==> src/rtl/operand_fetch.sv <==
// Operand-fetch stage sitting in front of the 32x8 register file.
//
// Accepts decoded read requests over valid/ready and drives the register
// file read controls for one cycle. On the next edge it captures the
// returned bytes and pushes {op_a, op_b, tag} into a 2-entry output FIFO.
// The FIFO head drives the execute-stage interface.
//
// Ports:
//   clock, reset      rising-edge clock, asynchronous active-high reset
//   flush             synchronous discard of in-flight and buffered operands
//   in_valid/in_ready request handshake
//   in_mode           00 none, 01 A, 10 A and B, 11 pair (A, A+1)
//   in_src_a/b, in_tag request fields
//   rf_rd_en/addr     register file read controls (slot 0 low, slot 1 high)
//   rf_data_out       register file read data (slot 0 low byte)
//   out_valid/ready   result handshake
//   out_op_a/b, out_tag head FIFO entry
module operand_fetch #(
    parameter int unsigned TAG_W      = 8,
    parameter int unsigned FIFO_DEPTH = 2
) (
    input  logic             clock,
    input  logic             reset,
    input  logic             flush,
    input  logic             in_valid,
    output logic             in_ready,
    input  logic [1:0]       in_mode,
    input  logic [4:0]       in_src_a,
    input  logic [4:0]       in_src_b,
    input  logic [TAG_W-1:0] in_tag,
    output logic [1:0]       rf_rd_en,
    output logic [9:0]       rf_rd_addr,
    input  logic [15:0]      rf_data_out,
    output logic             out_valid,
    input  logic             out_ready,
    output logic [7:0]       out_op_a,
    output logic [7:0]       out_op_b,
    output logic [TAG_W-1:0] out_tag
);

    localparam logic [1:0] Depth = 2'(FIFO_DEPTH);

    typedef enum logic [0:0] {StIdle, StRead} state_e;

    state_e state_q, state_d;
    logic   inflight;

    logic [1:0]       rf_rd_en_q;
    logic [9:0]       rf_rd_addr_q;
    logic [1:0]       mode_q;
    logic [TAG_W-1:0] tag_q;

    logic [7:0]       fifo_a_q   [2];
    logic [7:0]       fifo_b_q   [2];
    logic [TAG_W-1:0] fifo_tag_q [2];
    logic             wr_ptr_q, rd_ptr_q;
    logic [1:0]       count_q, count_d;

    // Last head values, shown while the FIFO is empty.
    logic [7:0]       hold_a_q, hold_b_q;
    logic [TAG_W-1:0] hold_tag_q;

    logic       accept, push, pop;
    logic [1:0] occupancy;
    logic [7:0] cap_a, cap_b;
    logic [1:0] dec_en;
    logic [4:0] dec_slot1;

    // ------------------------------------------------------------------
    // Handshake and credit
    // ------------------------------------------------------------------
    always_comb begin
        occupancy = count_q + {1'b0, inflight};
        in_ready  = 1'b0;
        if (!reset && !flush) begin
            // A pop in this cycle frees the slot the new request will need.
            in_ready = (occupancy < Depth) ||
                       ((occupancy == Depth) && out_valid && out_ready);
        end
        accept = in_valid && in_ready;
        pop    = out_valid && out_ready;
        push   = inflight && !flush;
    end

    // ------------------------------------------------------------------
    // Issue-side FSM
    // ------------------------------------------------------------------
    always_ff @(posedge clock or posedge reset) begin
        if (reset) begin
            state_q <= StIdle;
        end else begin
            state_q <= state_d;
        end
    end

    always_comb begin
        state_d = state_q;
        unique case (state_q)
            StIdle: if (accept) state_d = StRead;
            StRead: state_d = accept ? StRead : StIdle;
            default: state_d = StIdle;
        endcase
        if (flush) state_d = StIdle;
    end

    always_comb begin
        inflight = (state_q == StRead);
    end

    // ------------------------------------------------------------------
    // Request decode and register file controls
    // ------------------------------------------------------------------
    always_comb begin
        dec_en    = 2'b00;
        dec_slot1 = in_src_b;
        unique case (in_mode)
            2'b00: dec_en = 2'b00;
            2'b01: dec_en = 2'b01;
            2'b10: dec_en = 2'b11;
            2'b11: begin
                dec_en    = 2'b11;
                dec_slot1 = in_src_a + 5'd1;  // wraps 31 -> 0
            end
            default: dec_en = 2'b00;
        endcase
    end

    always_ff @(posedge clock or posedge reset) begin
        if (reset) begin
            rf_rd_en_q   <= 2'b00;
            rf_rd_addr_q <= 10'd0;
            mode_q       <= 2'b00;
            tag_q        <= '0;
        end else if (accept) begin
            rf_rd_en_q   <= dec_en;
            rf_rd_addr_q <= {dec_slot1, in_src_a};
            mode_q       <= in_mode;
            tag_q        <= in_tag;
        end else begin
            // Address holds when idle; enable is a one-cycle pulse.
            rf_rd_en_q <= 2'b00;
        end
    end

    assign rf_rd_en   = rf_rd_en_q;
    assign rf_rd_addr = rf_rd_addr_q;

    // ------------------------------------------------------------------
    // Capture and output FIFO
    // ------------------------------------------------------------------
    always_comb begin
        cap_a = (mode_q == 2'b00) ? 8'h00 : rf_data_out[7:0];
        cap_b = mode_q[1] ? rf_data_out[15:8] : 8'h00;
        count_d = count_q + {1'b0, push} - {1'b0, pop};
        if (flush) count_d = 2'd0;
    end

    always_ff @(posedge clock or posedge reset) begin
        if (reset) begin
            for (int i = 0; i < 2; i++) begin
                fifo_a_q[i]   <= 8'h00;
                fifo_b_q[i]   <= 8'h00;
                fifo_tag_q[i] <= '0;
            end
            wr_ptr_q <= 1'b0;
            rd_ptr_q <= 1'b0;
            count_q  <= 2'd0;
        end else begin
            count_q <= count_d;
            if (flush) begin
                wr_ptr_q <= 1'b0;
                rd_ptr_q <= 1'b0;
            end else begin
                if (push) begin
                    fifo_a_q[wr_ptr_q]   <= cap_a;
                    fifo_b_q[wr_ptr_q]   <= cap_b;
                    fifo_tag_q[wr_ptr_q] <= tag_q;
                    wr_ptr_q             <= ~wr_ptr_q;
                end
                if (pop) begin
                    rd_ptr_q <= ~rd_ptr_q;
                end
            end
        end
    end

    always_ff @(posedge clock or posedge reset) begin
        if (reset) begin
            hold_a_q   <= 8'h00;
            hold_b_q   <= 8'h00;
            hold_tag_q <= '0;
        end else if (out_valid) begin
            hold_a_q   <= out_op_a;
            hold_b_q   <= out_op_b;
            hold_tag_q <= out_tag;
        end
    end

    always_comb begin
        out_valid = (count_q != 2'd0);
        if (out_valid) begin
            out_op_a = fifo_a_q[rd_ptr_q];
            out_op_b = fifo_b_q[rd_ptr_q];
            out_tag  = fifo_tag_q[rd_ptr_q];
        end else begin
            out_op_a = hold_a_q;
            out_op_b = hold_b_q;
            out_tag  = hold_tag_q;
        end
    end

endmodule
==> config.mk <==
export PLATFORM = sky130hd
export DESIGN_NAME = operand_fetch
export DESIGN_NICKNAME = d
export VERILOG_FILES = /design/src/rtl/operand_fetch.sv
export SDC_FILE = /design/constraint.sdc
export NUM_CORES = 1
export LEC_CHECK = 0
export CORE_MARGIN = 3
export CORE_UTILIZATION = 45
export DETAILED_ROUTE_END_ITERATION = 10
export PLACE_DENSITY = 0.7
export SYNTH_ARGS = -nofsm -noshare
export SYNTH_HDL_FRONTEND = slang
export SYNTH_SLANG_ARGS = --single-unit
==> constraint.sdc <==
create_clock -name clock -period 3.9 [get_ports clock]
set_input_delay 0.585 -clock clock [delete_from_list [all_inputs] [get_ports clock]]
set_output_delay 0.585 -clock clock [all_outputs]
set_load 0.02 [all_outputs]
Word-level counts from Yosys, hierarchy flattened. Index checks and enable logic that the tools add are counted.

Output and inout bits: 38. Register bits: 99. Word-level logic and storage cells: 81. Input port bits: 41.

Bitwise logic cells: 5. Mux-type cells: 30. Order comparisons: 4. $add $sub $neg: 4. Equal/unequal tests: 4. Reductions and logical operators: 17.

Operators by type and width (count): 2-to-1 mux 8 bit (15); bitwise mux 16 bit (3); demux 8 bit (select 1 bit) (1); logical AND 1 bit (7); 2-to-1 mux 1 bit (7); == test 2 bit, second input constant (3); case mux 2 bit (3 select lines) (1); nonzero test 2 bit (3); adder 5 x 1 -> 5 bit, second input constant (1); 2-to-1 mux 5 bit (1); adder 2 x 1 -> 2 bit (2); >= comparator 2 bit, second input constant (2); logical NOT 2 bit (2); 2-to-1 mux 2 bit (2); NOT 1 -> 2 bit (2); NOT 1 bit (3); == test 2 x 1 -> 1 bit, second input constant (1); logical NOT 1 bit (2); < comparator 2 x 1 -> 1 bit, second input constant (1); < comparator 2 bit, second input constant (1); AND reduction 2 bit (1); OR reduction 2 bit (1); subtractor 2 x 1 -> 2 bit (1); logical OR 1 bit (1).

Logic depth before layout (Yosys ltp).
Depth in word-level cells: 9. Mapped depth: 7. Gate-level depth less buffers: 7.

Worst setup path before layout. No wires, ideal clock.

Kind: reg2out. Start: register count_q[1]. End: output out_op_b[0]. Data arrival time: 1.558 ns. Path buffers: 2. Slack: 1.757 ns. Cell stages (with the launch flop): 5. Cell sequence: dfrtp_1 > or2_2 > clkbuf_1 > clkbuf_1 > a21oi_1.

Word-level cells in the longest chain between the ends: 2.

Ends and longest elaborated chain: start: declaration (RTL line 57) `logic [1:0] count_q, count_d;`; start signal: assignment (RTL line 169) `count_q <= count_d;`; nonzero test 2 bit (RTL line 200) `out_valid = (count_q != 2'd0);`; net out_valid (RTL line 34) `output logic out_valid,`; 2-to-1 mux 8 bit (RTL line 201) `if (out_valid) begin`; end: declaration (RTL line 37) `output logic [7:0] out_op_b,`.

The timed path passes the listed nets, and every way through them passes these cells.

Worst setup path after layout.
Start: register count_q[0]. End: output out_tag[5].

Word-level cells in the longest chain between the ends: 2.

Ends and longest elaborated chain: nonzero test 2 bit (RTL line 200); 2-to-1 mux 8 bit (RTL line 201); end: declaration (RTL line 38) `output logic [TAG_W-1:0] out_tag`.

No other way between the ends.

==> flow_summary.toml <==
[run_status]
status = "finished clean"

[timing]
finClkSkew_ns = 0.0128
period_minus_slack_ns = 3.38
finalCritPeriodShare_pct = 86.6
finalSetupViolations = 0
rsz0062_at_grt = "no"
tightest_slew_ns = 1.05
fin_tns_setup_ns = 0
hold_viol = 0
relSlewSlack_pct = 30.1
maxSlewViolCount = 0
max_freq_mhz = 296
fin_hold_ws_ns = 0.484

[layout]
layout.nets = 495
drive_gt1_share_pct = 13.4
layout_commonest_cell = "dfrtp_1"
multi_input_area_sq_mm = 0.00169
final_cell_mix = "dfrtp_1, clkdlybuf4s50_1, nand2_1"
register_area_sq_mm = 0.00248
area_growth_pct = 25.0
post-route-util_pct = 58.0
diodes = 0
nFillCells = 784
design_area_sq_mm = 0.00536

[power]
leakage_nw = 2.38
clkPwrFrac_pct = 14.1
switching_share_pct = 39.7
power_density_mw_per_mm2 = 873
pwr-share-seq_pct = 33.4
p_int_mw = 2.82
comb_power_share_pct = 52.5
ir_worst_vdd_mv = 0.382
switchingPower_mw = 1.86

[critical_path]
rr_worst_depth = 7
reg2reg_slack_ns = 1.58
worstSetupEndpointType = "primary output"
rr_startpoint = "count_q[0]$_DFF_PP0_"
worst_ep_arrival_time_ns = 2.79
crit_fanout = 59
critPathKind = "flop to primary output"
rr_endpoint = "count_q[1]$_DFF_PP0_"
start_kind = "flop"
cp.required_ns = 3.31

[drt]
firstDrtPassIters = 4
final_antenna_net_count = 0
vias = 2908
drt_iter0_drc = 89
vias_per_cell = 4.99
wirelength_um = 8450
drc = 0
drt-wirelength-per-cell_um = 14.5

[floorplan]
initial_core_util_pct = 46.4
die_w_um = 104
pin_count = 79
die_h_um = 104
core_area_sq_mm = 0.00924
core.rowCount = 35
die_area_sq_mm = 0.0107

[place]
dp_hpwl_um = 5580
routabilityCongestion = 0.753
port_buffers = 78
placed_area_sq_mm = 0.00516

[global_route]
grt-busiest-layer = "met2"
grt_pass1_vias = 2928
met1_usage_pct = 21.4
grt_pass1_wl_um = 14300
use_met3_pct = 4.74
use_met2_pct = 26.4
grt_usage_pct = 16.5
overflow = 0
antenna_found_initial = 0
grt_start_max_net_pins = 89

[yosys]
avgSynthCellArea_sq_um = 11.3
yosysWarnings = 0
seq_area_frac_synth_pct = 57.7
synth_fp_nets = 426
ys_types = 27
synth.cell_area_sq_mm = 0.00429
synth_area_leaders = "dfrtp_1, mux2_4, a21oi_1, mux2i_1, mux2_2"
synth.largest_area_cell = "dfrtp_1"
synthCells = 381
yosysTopAreaCellShare_pct = 57.7
synth_seq_cells = 99

[flow_run]
cap_violations = 0

[hold_path]
hold_end = "fifo_b_q[12]$_DFFE_PP0P_"
hp-start = "fifo_b_q[12]$_DFFE_PP0P_"
hp-class = "flop to flop"
holdPathStages = 2

[clocking]
postCtsSetupBuffers = 0
htree_levels = 3
clock_latency_ns = 0.36
tritoncts = "done"
cts.path.max_buffers = 2
cts-root-buf = "clkbuf_8"
clk_pin_slew_ns = 0.10
clock_sinks = 99
cts-resized-gates = 0
cts_made_buffers = 9
holdBufCountCts = 0
-- power by group through the flow --
stage          Clock (mW)  Combinational (mW)  Sequential [mW]
5_1_grt             0.718                2.68             1.61
3_3_place_gp            0                2.43             1.57
2_1_floorplan           0                1.51             1.58
3_5_place_dp            0                2.48             1.58
6_report            0.658                2.46             1.56
4_1_cts             0.679                2.48             1.57
-- sequential cells by signal, summed over array words and instances (netlist names) --
| name | flops |
|---|---|
| fifo_a_q | 16 |
| fifo_b_q | 16 |
| fifo_tag_q | 16 |
| rf_rd_addr | 10 |
| hold_a_q | 8 |
| hold_b_q | 8 |
| hold_tag_q | 8 |
| tag_q | 8 |
| count_q | 2 |
| mode_q | 2 |
| rf_rd_en | 2 |
| inflight | 1 |
| rd_ptr_q | 1 |
| wr_ptr_q | 1 |
-- synthesized netlist by cell type --
cell,count
nor2b_1,3
clkbuf_1,17
mux2_2,19
nand3b_1,2
nand3_1,2
xnor2_1,4
buf_6,2
or2_2,3
and3_1,1
nand2b_1,2
and2_1,1
nand2_4,1
xor2_1,3
a21o_1,1
dfrtp_1,99
mux2_4,17
ha_1,4
nand2_1,53
a221oi_4,1
buf_4,1
inv_1,3
nor2_1,29
a21oi_1,48
mux2i_1,24
or2_1,1
buf_2,4
o21ai_0,36
-- worst max-delay path, cell delays in order, from the launching register on --
cell             delay [ns]
dfrtp_1                0.42
or2_2                  0.84
buf_4                  0.35
nor2_1                 0.08
a21oi_1                0.12
clkdlybuf4s50_1        0.62
-- area by class of cell --
type / count / share of cell area, %
clock buffers: 9 / 2.31
inverters: 3 / 0.257
multi-input cells: 255 / 31.5
well taps: 129 / 3.01
flip-flops and latches: 99 / 46.2
clock inverters: 6 / 1.38
repair buffers: 82 / 15.4
-- stage by stage --
stage          std cells  setup slack [ns]  power, mW
2_1_floorplan        381             0.725       3.09
3_3_place_gp         568             0.994       4.00
3_5_place_dp         568             0.930       4.06
4_1_cts              583             0.504       4.73
5_1_grt              583             0.338       5.01
6_report             583             0.524       4.68
-- worst max path at each step --
stage	start	endpoint	slack, ns	depth (start not counted)
3_5_place_dp	count_q[0]$_DFF_PP0_	out_tag[5]	0.93	5
6_report	count_q[0]$_DFF_PP0_	out_tag[5]	0.52	5
5_1_grt	count_q[0]$_DFF_PP0_	out_tag[5]	0.34	5
2_1_floorplan	reset	count_q[0]$_DFF_PP0_	0.72	1
4_1_cts	count_q[0]$_DFF_PP0_	out_tag[5]	0.50	5
3_3_place_gp	flush	in_ready	0.99	4
-- cells by family (layout without fill, tap and decap cells) --
| group | after synthesis | after routing | synth area share, % |
|---|---|---|---|
| compound gates | 86 | 86 | 10.6 |
| flops | 99 | 99 | 57.7 |
| mux | 60 | 60 | 16.5 |
| xor+xnor | 7 | 7 | 1.43 |
| simple gates | 98 | 98 | 9.62 |
| fa+ha+maj | 4 | 4 | 1.17 |
| buf+inv | 27 | 100 | 2.92 |
-- per-layer routing --
metal | wire, um | vias up | part of all wire (%)
li1 | - | 1430 | -
met1 | 3840 | 1400 | 45
met2 | 3980 | 69 | 47
met3 | 515 | 9 | 6.1
met4 | 122 | 0 | 1.4
met5 | 0 | - | 0
Power figures use the tool's default switching activity.
